==> src/rtl/can_sched_pkg.sv <==
// rtl/can_sched_pkg.sv - shared types and constants for the CAN TX scheduler
package can_sched_pkg;

  typedef enum logic [2:0] {
    ST_IDLE,
    ST_LD_ID,
    ST_LD_D0,
    ST_LD_D1,
    ST_LD_CTL,
    ST_SETTLE,
    ST_POLL,
    ST_EVAL
  } sched_state_e;

  // Core register selects
  localparam logic [1:0] RS_ID    = 2'b00;
  localparam logic [1:0] RS_DLCF  = 2'b01;
  localparam logic [1:0] RS_DATA0 = 2'b10;
  localparam logic [1:0] RS_DATA1 = 2'b11;

  // Mailbox word selects
  localparam logic [1:0] MB_ID    = 2'd0;
  localparam logic [1:0] MB_CTRL  = 2'd1;
  localparam logic [1:0] MB_DATA0 = 2'd2;
  localparam logic [1:0] MB_DATA1 = 2'd3;

  localparam int ACKF_BIT      = 11;
  localparam int BITF_BIT      = 10;
  localparam int LOSTF_BIT     = 9;
  localparam int RTS_BIT       = 8;
  localparam int TX_STROBE_BIT = 8;

  // Standard IDs are left-aligned so they compare against extended IDs on the bus order
  function automatic logic [28:0] prio_key(input logic ext, input logic [28:0] id);
    return ext ? id : {id[10:0], 18'h0};
  endfunction

endpackage

==> src/rtl/can_txsched_prio.sv <==
// rtl/can_txsched_prio.sv - picks the pending mailbox with the smallest key, lowest index on ties
module can_txsched_prio
  import can_sched_pkg::*;
#(
  parameter int NMB = 4
) (
  input  logic [NMB-1:0]       req_i,
  input  logic [NMB-1:0][28:0] key_i,
  output logic                 valid_o,
  output logic [2:0]           idx_o
);

  logic        found;
  logic [2:0]  best_idx;
  logic [28:0] best_key;

  // Strict less-than while scanning upward keeps the lowest index on equal keys
  always_comb begin
    found    = 1'b0;
    best_idx = 3'd0;
    best_key = '1;
    for (int i = 0; i < NMB; i++) begin
      if (req_i[i] && (!found || (key_i[i] < best_key))) begin
        found    = 1'b1;
        best_idx = 3'(i);
        best_key = key_i[i];
      end
    end
  end

  assign valid_o = found;
  assign idx_o   = best_idx;

endmodule

==> src/rtl/can_tx_scheduler.sv <==
// rtl/can_tx_scheduler.sv - multi-mailbox CAN TX scheduler owning the core register port
// Optional feature macro: CAN_TXSCHED_ABORT_EN (CTRL bit9 aborts a mailbox)
module can_tx_scheduler
  import can_sched_pkg::*;
#(
  parameter int NMB       = 4,
  parameter int RETRY_MAX = 15
) (
  input  logic           clk,
  input  logic           rst_n,
  input  logic           mb_we,
  input  logic [2:0]     mb_idx,
  input  logic [1:0]     mb_word,
  input  logic [31:0]    mb_wdata,
  output logic [NMB-1:0] mb_pending,
  output logic [NMB-1:0] mb_done,
  output logic [NMB-1:0] mb_err,
  output logic           irq,
  input  logic           h_cs,
  input  logic [1:0]     h_rs,
  input  logic [3:0]     h_bytesel,
  input  logic [31:0]    h_d,
  output logic [31:0]    h_q,
  output logic           h_ready,
  output logic           c_cs,
  output logic [1:0]     c_rs,
  output logic [3:0]     c_bytesel,
  output logic [31:0]    c_d,
  input  logic [31:0]    c_q
);

  sched_state_e state_q, state_d;
  logic [2:0]   cur_idx_q, cur_idx_d;
  logic [2:0]   stat_q, stat_d;  // {ackf, bitf, lostf}

  logic [NMB-1:0][31:0] id_q, id_d, d0_q, d0_d, d1_q, d1_d;
  logic [NMB-1:0][3:0]  dlc_q, dlc_d, retry_q, retry_d;
  logic [NMB-1:0]       pend_q, pend_d, done_q, done_d, err_q, err_d;
  logic [NMB-1:0][28:0] keys;

  logic        sel_valid;
  logic [2:0]  sel_idx;
  logic        wr_valid, wr_hit_cur, abort_now, ev_abort, host_win;
  logic [31:0] cur_id, cur_d0, cur_d1, ctl_word;
  logic [3:0]  cur_dlc, cur_retry;
  logic [4:0]  retry_inc;

  assign wr_valid   = mb_we && (32'(mb_idx) < NMB);
  assign wr_hit_cur = (state_q != ST_IDLE) && (mb_idx == cur_idx_q);
  assign abort_now  = wr_valid && wr_hit_cur && (mb_word == MB_CTRL) && mb_wdata[9];

`ifdef CAN_TXSCHED_ABORT_EN
  logic abort_q, abort_d;

  // Only one frame is in flight, so a single held abort flag suffices
  assign abort_d  = (state_q == ST_EVAL) ? 1'b0 : (abort_q | abort_now);
  assign ev_abort = abort_q | abort_now;

  always_ff @(posedge clk or negedge rst_n) begin
    if (!rst_n) begin
      abort_q <= 1'b0;
    end else begin
      abort_q <= abort_d;
    end
  end
`else
  assign ev_abort = 1'b0;
`endif

  always_comb begin
    for (int i = 0; i < NMB; i++) begin
      keys[i] = prio_key(id_q[i][31], id_q[i][28:0]);
    end
  end

  can_txsched_prio #(
    .NMB (NMB)
  ) u_prio (
    .req_i   (pend_q),
    .key_i   (keys),
    .valid_o (sel_valid),
    .idx_o   (sel_idx)
  );

  always_comb begin
    cur_id    = 32'h0;
    cur_d0    = 32'h0;
    cur_d1    = 32'h0;
    cur_dlc   = 4'h0;
    cur_retry = 4'h0;
    for (int i = 0; i < NMB; i++) begin
      if (cur_idx_q == 3'(i)) begin
        cur_id    = id_q[i];
        cur_d0    = d0_q[i];
        cur_d1    = d1_q[i];
        cur_dlc   = dlc_q[i];
        cur_retry = retry_q[i];
      end
    end
  end

  assign retry_inc = {1'b0, cur_retry} + 5'd1;
  assign ctl_word  = 32'(cur_dlc) | (32'd1 << TX_STROBE_BIT);

  always_comb begin
    id_d    = id_q;
    d0_d    = d0_q;
    d1_d    = d1_q;
    dlc_d   = dlc_q;
    retry_d = retry_q;
    pend_d  = pend_q;
    done_d  = done_q;
    err_d   = err_q;

    if (state_q == ST_EVAL) begin
      for (int i = 0; i < NMB; i++) begin
        if (cur_idx_q == 3'(i)) begin
          if (stat_q[1]) begin
            err_d[i]  = 1'b1;
            pend_d[i] = 1'b0;
          end else if (stat_q[0]) begin
            if (ev_abort) begin
              err_d[i]  = 1'b1;
              pend_d[i] = 1'b0;
            end
          end else if (!stat_q[2]) begin
            if (ev_abort || (32'(retry_inc) > RETRY_MAX)) begin
              err_d[i]  = 1'b1;
              pend_d[i] = 1'b0;
            end else begin
              retry_d[i] = retry_inc[3:0];
            end
          end else begin
            done_d[i]  = 1'b1;
            pend_d[i]  = 1'b0;
            retry_d[i] = 4'h0;
          end
        end
      end
    end

    // The in-flight mailbox is frozen until its attempt has been evaluated
    if (wr_valid && !wr_hit_cur) begin
      for (int i = 0; i < NMB; i++) begin
        if (mb_idx == 3'(i)) begin
          case (mb_word)
            MB_ID:    id_d[i] = mb_wdata;
            MB_DATA0: d0_d[i] = mb_wdata;
            MB_CTRL: begin
              dlc_d[i] = mb_wdata[3:0];
              if (mb_wdata[8]) begin
                pend_d[i]  = 1'b1;
                done_d[i]  = 1'b0;
                err_d[i]   = 1'b0;
                retry_d[i] = 4'h0;
              end
`ifdef CAN_TXSCHED_ABORT_EN
              if (mb_wdata[9]) begin
                pend_d[i] = 1'b0;
                err_d[i]  = 1'b1;
              end
`endif
            end
            default:  d1_d[i] = mb_wdata;
          endcase
        end
      end
    end
  end

  always_ff @(posedge clk or negedge rst_n) begin
    if (!rst_n) begin
      id_q    <= '0;
      d0_q    <= '0;
      d1_q    <= '0;
      dlc_q   <= '0;
      retry_q <= '0;
      pend_q  <= '0;
      done_q  <= '0;
      err_q   <= '0;
    end else begin
      id_q    <= id_d;
      d0_q    <= d0_d;
      d1_q    <= d1_d;
      dlc_q   <= dlc_d;
      retry_q <= retry_d;
      pend_q  <= pend_d;
      done_q  <= done_d;
      err_q   <= err_d;
    end
  end

  // EVAL never touches the port, so the host gets it there as well
  assign host_win = h_cs && ((state_q == ST_IDLE) || (state_q == ST_SETTLE) ||
                             (state_q == ST_POLL) || (state_q == ST_EVAL));

  always_comb begin
    state_d   = state_q;
    cur_idx_d = cur_idx_q;
    stat_d    = stat_q;
    c_cs      = 1'b0;
    c_rs      = 2'b00;
    c_bytesel = 4'b0000;
    c_d       = 32'h0;
    h_ready   = 1'b1;

    if (host_win) begin
      c_cs      = 1'b1;
      c_rs      = h_rs;
      c_bytesel = h_bytesel;
      c_d       = h_d;
    end

    case (state_q)
      ST_IDLE: begin
        if (!h_cs && sel_valid && !wr_valid) begin
          cur_idx_d = sel_idx;
          state_d   = ST_LD_ID;
        end
      end
      ST_LD_ID: begin
        h_ready   = 1'b0;
        c_cs      = 1'b1;
        c_rs      = RS_ID;
        c_bytesel = 4'b1111;
        c_d       = cur_id;
        state_d   = ST_LD_D0;
      end
      ST_LD_D0: begin
        h_ready   = 1'b0;
        c_cs      = 1'b1;
        c_rs      = RS_DATA0;
        c_bytesel = 4'b1111;
        c_d       = cur_d0;
        state_d   = ST_LD_D1;
      end
      ST_LD_D1: begin
        h_ready   = 1'b0;
        c_cs      = 1'b1;
        c_rs      = RS_DATA1;
        c_bytesel = 4'b1111;
        c_d       = cur_d1;
        state_d   = ST_LD_CTL;
      end
      ST_LD_CTL: begin
        // Low two lanes only: bauddiv/irqen in the upper lanes stay untouched
        h_ready   = 1'b0;
        c_cs      = 1'b1;
        c_rs      = RS_DLCF;
        c_bytesel = 4'b0011;
        c_d       = ctl_word;
        state_d   = ST_SETTLE;
      end
      ST_SETTLE: begin
        state_d = ST_POLL;
      end
      ST_POLL: begin
        if (!h_cs) begin
          c_cs      = 1'b1;
          c_rs      = RS_DLCF;
          c_bytesel = 4'b0000;
          if (!c_q[RTS_BIT]) begin
            stat_d  = {c_q[ACKF_BIT], c_q[BITF_BIT], c_q[LOSTF_BIT]};
            state_d = ST_EVAL;
          end
        end
      end
      default: begin
        state_d = ST_IDLE;
      end
    endcase
  end

  always_ff @(posedge clk or negedge rst_n) begin
    if (!rst_n) begin
      state_q   <= ST_IDLE;
      cur_idx_q <= 3'd0;
      stat_q    <= 3'd0;
    end else begin
      state_q   <= state_d;
      cur_idx_q <= cur_idx_d;
      stat_q    <= stat_d;
    end
  end

  assign mb_pending = pend_q;
  assign mb_done    = done_q;
  assign mb_err     = err_q;
  assign irq        = |(done_q | err_q);
  assign h_q        = c_q;

endmodule

==> config.mk <==
export PLATFORM = sky130hd
export DESIGN_NAME = can_tx_scheduler
export DESIGN_NICKNAME = d
export VERILOG_FILES = /design/src/rtl/can_sched_pkg.sv /design/src/rtl/can_txsched_prio.sv /design/src/rtl/can_tx_scheduler.sv
export SDC_FILE = /design/constraint.sdc
export NUM_CORES = 1
export LEC_CHECK = 0
export CAP_MARGIN = 40
export CORE_MARGIN = 2
export CORE_UTILIZATION = 59
export DETAILED_ROUTE_END_ITERATION = 16
export HOLD_SLACK_MARGIN = 0.1
export MAX_ROUTING_LAYER = met4
export PLACE_DENSITY = 0.81
export SLEW_MARGIN = 20
export SYNTH_ARGS = -nofsm -noshare
export SYNTH_HDL_FRONTEND = slang
export SYNTH_SLANG_ARGS = --single-unit
==> constraint.sdc <==
create_clock -name clk -period 9.4 [get_ports clk]
set_input_delay 1.88 -clock clk [delete_from_list [all_inputs] [get_ports clk]]
set_output_delay 1.88 -clock clk [all_outputs]
set_load 0.1 [all_outputs]
After elaboration in Yosys (flattened, before gate mapping)

Index checks and enable logic that the tools add are counted.

Bits in registers: 437
Input bits: 111
Output and inout port bits: 85

Add/subtract/negate cells: 1
Magnitude comparators: 5
Equal/unequal tests: 19
Muxes and demuxes: 182
Bitwise operators: 4
Reduce and logical (&&, ||, !) cells: 49

Operators with widths:

| kind                | count |
|---|---|
| $mux 32             | 13 |
| $mux 29             | 7 |
| $mux 4              | 48 |
| $pmux 32 s4         | 1 |
| $mux 1              | 100 |
| $lt 29x29->1        | 3 |
| $reduce_and 3->1    | 18 |
| $mux 16             | 2 |
| $pmux 3 s7          | 1 |
| $eq 3x2->1 const B  | 6 |
| $eq 3x3->1 const B  | 4 |
| $pmux 4 s3          | 1 |
| $pmux 2 s5          | 1 |
| $eq 3x1->1 const B  | 3 |
| $logic_and 1x1->1   | 9 |
| $logic_not 3->1     | 3 |
| $mux 3              | 3 |
| $mux 2              | 4 |
| $reduce_or 4->1     | 2 |
| $logic_not 1->1     | 6 |
| $logic_or 1x1->1    | 6 |
| $reduce_or 3->1     | 2 |
| $add 4x1->5 const B | 1 |
| $gt 5x4->1 const B  | 1 |
| 12 further kinds    | 15 |

Longest topological paths before layout

Depth in word-level cells: 18
Depth in mapped cells: 33
Depth with buffers taken out: 29

Hierarchy

From an unflattened synthesis, not the netlist that was laid out.

Cells, all modules: 2,179
Area, all modules: 24,878.9 µm²

By module, submodules not included:

| module           | times used | cells an instance | area each (µm²) | seq. area each (µm²) |
|---|---|---|---|---|
| can_tx_scheduler | 1          | 1,792             | 22,073.7        | 10,935.5 |
| can_txsched_prio | 1          | 387               | 2,805.2         | 0.0 |

Worst setup path before layout

No wires, ideal clock.

Path type: register -> register
From: register pend_q[0] (netlist: mb_pending[0])
To: register cur_idx_q[1]
Library setup time: 0.126 ns
Arrival: 7.599 ns
Setup slack: 1.675 ns
Stages on the path, launching flop included: 34
Path buffers: 5
Cell sequence: dfrtp_1 > buf_4 > clkbuf_1 > clkbuf_1 > nand2_1 > inv_1 > ha_1 > a21oi_1 > o21ai_0 > a221oi_1 > nand2_1 > o21ai_4 > buf_2 > mux2_1 > inv_1 > ha_1 > and4_1 > a21o_1 > a211oi_1 > and2_1 > and2_1 > a21o_1 > a41o_1 > buf_2 > mux2i_1 > ha_1 > nand2_1 > nor4_4 > nand2_1 > or4_4 > a21o_1 > a311oi_2 > nor3_1 > a311o_1

Longest elaborated chain between the ends: 16
Elaborated cells between the ends (all ways): 24
Classes of those cells: 3 x order compare; 9 x mux; 12 x reduce/logical

Ends and longest elaborated chain:

| item                                                   | RTL line                | source |
|---|---|---|
| start, declared                                        | can_tx_scheduler.sv:38  | `logic [NMB-1:0] pend_q, pend_d, done_q, done_d, err_q, err_d;` |
| start signal, assigned                                 | can_tx_scheduler.sv:187 | `pend_q <= pend_d;` |
| $mux 29 / $mux 1 (equally long branches)               | can_txsched_prio.sv:23  | `if (req_i[i] && (!found \|\| (key_i[i] < best_key))) begin` |
| $lt 29x29->1 / $logic_not 1->1 (equally long branches) | can_txsched_prio.sv:23  |  |
| $logic_or 1x1->1                                       | can_txsched_prio.sv:23  |  |
| $logic_and 1x1->1                                      | can_txsched_prio.sv:23  |  |
| $mux 29 / $mux 1 (equally long branches)               | can_txsched_prio.sv:23  |  |
| $lt 29x29->1 / $logic_not 1->1 (equally long branches) | can_txsched_prio.sv:23  |  |
| $logic_or 1x1->1                                       | can_txsched_prio.sv:23  |  |
| $logic_and 1x1->1                                      | can_txsched_prio.sv:23  |  |
| $mux 29 / $mux 1 (equally long branches)               | can_txsched_prio.sv:23  |  |
| $lt 29x29->1 / $logic_not 1->1 (equally long branches) | can_txsched_prio.sv:23  |  |
| $logic_or 1x1->1                                       | can_txsched_prio.sv:23  |  |
| $logic_and 1x1->1                                      | can_txsched_prio.sv:23  |  |
| $mux 1                                                 | can_txsched_prio.sv:23  |  |
| $logic_and 1x1->1 (2 in series)                        | can_tx_scheduler.sv:216 | `if (!h_cs && sel_valid && !wr_valid) begin` |
| $reduce_and 2->1 (no source line)                      | --                      |  |
| end signal, assigned                                   | can_tx_scheduler.sv:281 | `cur_idx_q <= cur_idx_d;` |
| end, declared                                          | can_tx_scheduler.sv:33  | `logic [2:0] cur_idx_q, cur_idx_d;` |

Parallel ways exist; a longest one is shown, timed or not.
A chain may end at the register's enable or synchronous reset.

Worst setup path in the final report

Same ends and word-level chain as after synthesis.

==> results.md <==
- Syn_area_per_cell: 12.5 um2
- Final Cycle Share: 0.896
- Distinct cells, synth: between 60 and 70
- Final nets: between 2000 and 2500
- Final Skew: between 0.02 and 0.025 ns
- Unrepaired setup endpoints after global routing: no
- P per Cell Area: about 360 mW/mm2
- Vias in the first global route: 17100
- Routed WL: roughly 66000 um
- Hold Crit Class: register to register
- Slowest CP cell: dfrtp_1
- Leakage: around 0.013 uW
- Critical path type: register to register
- Final Max Slew Viols: 0
- Worst reg2reg path endpoint: cur_idx_q[1]$_DFFE_PN0P_
- CP max stage delay: 0.77 ns
- Global-route wire length before repair: just over 100000 um
- Largest net degree at the start of global routing: 183
- Hold Path Stages: 2
- Most used cell, CP: ha_1
- # diodes: 0
- Vias per cell: ~6.4
- WP data required: between 9 and 10 ns
- Chip Width: 206 um
- Async SR Flop Fraction: 1.00
- Final setup TNS: 0 ns
- Sequential fraction of the synthesis area: 0.453
- Final setup vio count: 0
- Worst Reg-to-Reg Cells: 30
- Die ar.: between 0.04 and 0.05 mm2
- Critical path capture point type: register
- Drt drc: 0
- Height of the die: slightly above 200 um
- Syn-to-layout area delta: 17.8%
- Clk pin slew, worst setup/hold paths: ~0.07 ns
- Synthesized instance count: slightly below 2000
- CTS Buf Count: 45
- Top cell type's share of synthesized area: 0.453
- Rel. slew slack: 0.330
- GRT overflow: 0
- Post-synth EDFFs: 0
- Final worst path period need: around 8.4 ns
- Clock Sinks: around 440
- Core area: roughly 0.04 mm2
- Hold EP: d1_q[72]$_DFFE_PN0P_
- Critical hold path startpoint: d1_q[72]$_DFFE_PN0P_
- Maxcap violations: 0
- DPL Wire Length: 45400 um
- Max IR drop VDD: approximately 0.22 mV
- Setup bufs post-CTS: 0
- Status: completed
- Overall power: roughly 10000 uW
- Layout cells sized above 1: 0.357
- CTS tree: built
- Setup slack, reg-to-reg: around 0.98 ns
- I/O Buffers: approximately 140
- Final Hold Fails: 0
- Synth Flop Type: dfrtp_1
- Post-CTS sizing: 0
- Clock Path Buffers: 3
- Vias: approximately 17000
- Startpoint type of the worst setup path: register
- Core Rows: 74
- Syn Nets: between 2000 and 2500
- Clock root buffer: clkbuf_16
- Initial drt markers: between 1000 and 1500
- WHS: around 0.48 ns
- Yosys top cell by area: dfrtp_1
- I/O pins: a little under 200
- Max Freq: ~120 MHz
- Final ANT Viol Nets: 0
- Gpl congestion: 0.950
- Clock latency on the worst-skew pair: 0.59 ns
- Slew @ Worst Pin: 1.00 ns
- Wire length per cell: 25.6 um
- Initial core utilization: 0.594
- Post-cts hold buffer count: 0
- Overall Global Routing Usage: 0.328
- Antenna violations before repair: 0
- Most frequent cells in the layout: mux2_2, dfrtp_1, clkdlybuf4s50_1
- CP max FO: 19
- Mapped Area: 0.0241 mm2
- Top post-synthesis cells by area: dfrtp_1, mux2_2, mux4_2, ha_1, nand2_1
- Crit Reg-Reg Startpoint: mb_pending[0]$_DFF_PN0_
- Synth warn: 0
- Synth Register Bits: between 400 and 500
- CTS H-tree depth: 2
- Pre-antenna DRT Iters: 5
- Worst Path Arrival: about 8.9 ns
- Commonest non-fill, non-tap cell in the layout: mux2_2
[critical path, delay by kind of cell, from the launching register on]
family          cells  cell delay [ns]
compound gates     11             3.19
mux                 2             0.48
flops               1             0.77
fa+ha+maj           3             0.89
buf+inv             4             0.82
simple gates       10             2.15
[worst max path at each step]
stage,from,endpoint,slack [ns]
floorplan,mb_pending[0]$_DFF_PN0_,cur_idx_q[1]$_DFFE_PN0P_,1.68
global placement,mb_pending[0]$_DFF_PN0_,cur_idx_q[1]$_DFFE_PN0P_,0.92
detailed placement,mb_pending[0]$_DFF_PN0_,cur_idx_q[1]$_DFFE_PN0P_,1.14
CTS,mb_pending[0]$_DFF_PN0_,cur_idx_q[1]$_DFFE_PN0P_,1.12
global route,mb_pending[0]$_DFF_PN0_,cur_idx_q[1]$_DFFE_PN0P_,0.63
finish,mb_pending[0]$_DFF_PN0_,cur_idx_q[1]$_DFFE_PN0P_,0.98
[layer usage]
metal	vias up	global-route usage	part of all wire
met3	154	0.0421	0.057
met5	-	-	0
met2	652	0.524	0.48
met1	8587	0.432	0.42
li1	7280	-	-
met4	0	0.130	0.040
[per-stage QoR]
| step | cells | area (um2) | setup WS (ns) | util |
|---|---|---|---|---|
| final | 2598 | 28400 | 0.978 | 0.700 |
| after global routing | 2598 | 28400 | 0.627 | 0.700 |
| after CTS | 2597 | 28400 | 1.12 | 0.700 |
| after detailed placement | 2514 | 26800 | 1.14 | 0.661 |
| after global placement | 2446 | 25600 | 0.921 | 0.632 |
| after floorplan | 1923 | 24100 | 1.68 | - |
[power by group]
part	total (uW)	switching, uW	internal, uW	leakage, uW
sequential	2970	555	2410	0.00558
combinational	5370	3000	2370	0.00674
clock	1890	752	1140	0.000776
[synth_stat cells (all sizes together), types with 5 or more instances]
library cell / count
buf: 78
a32oi: 5
nor4: 8
inv: 51
nand4: 10
mux2i: 22
nand2: 135
a31oi: 9
o211ai: 8
nor3: 18
and4: 6
mux4: 104
and2: 45
o21ai: 40
ha: 86
nor2: 61
clkbuf: 96
and3: 5
dfrtp: 436
mux2: 455
nor2b: 10
a22oi: 60
a21boi: 18
a21oi: 65
nand3: 17
a21o: 22
[final cells by class]
cell class	count	area, um2
tap	532	666
inverter	51	191
sequential	436	10900
multi-input combinational	1262	12200
fill	2723	12200
clock inverter	13	178
timing repair buffer	234	2800
clock buffer	70	1400
[cell families (layout without fill, tap and decap cells)]
logic type	Yosys count	after routing	synth area share
flip-flops	436	436	0.453
XOR/XNOR	4	4	0.00145
AND/OR/NAND/NOR	332	332	0.0669
AO/OA/AOI/OAI	256	256	0.0721
buffers and inverters	225	368	0.0420
adder cells (fa/ha/maj)	89	89	0.0459
multiplexers	581	581	0.319
[registers in the layout (all words and copies together), names as in the netlist]
register,flops
cur_idx_q,2
d0_q,128
d1_q,128
dlc_q,16
id_q,128
mb_done,4
mb_err,4
mb_pending,4
retry_q,16
stat_q,3
state_q,3
No activity file was read; power rests on OpenSTA's default activity.
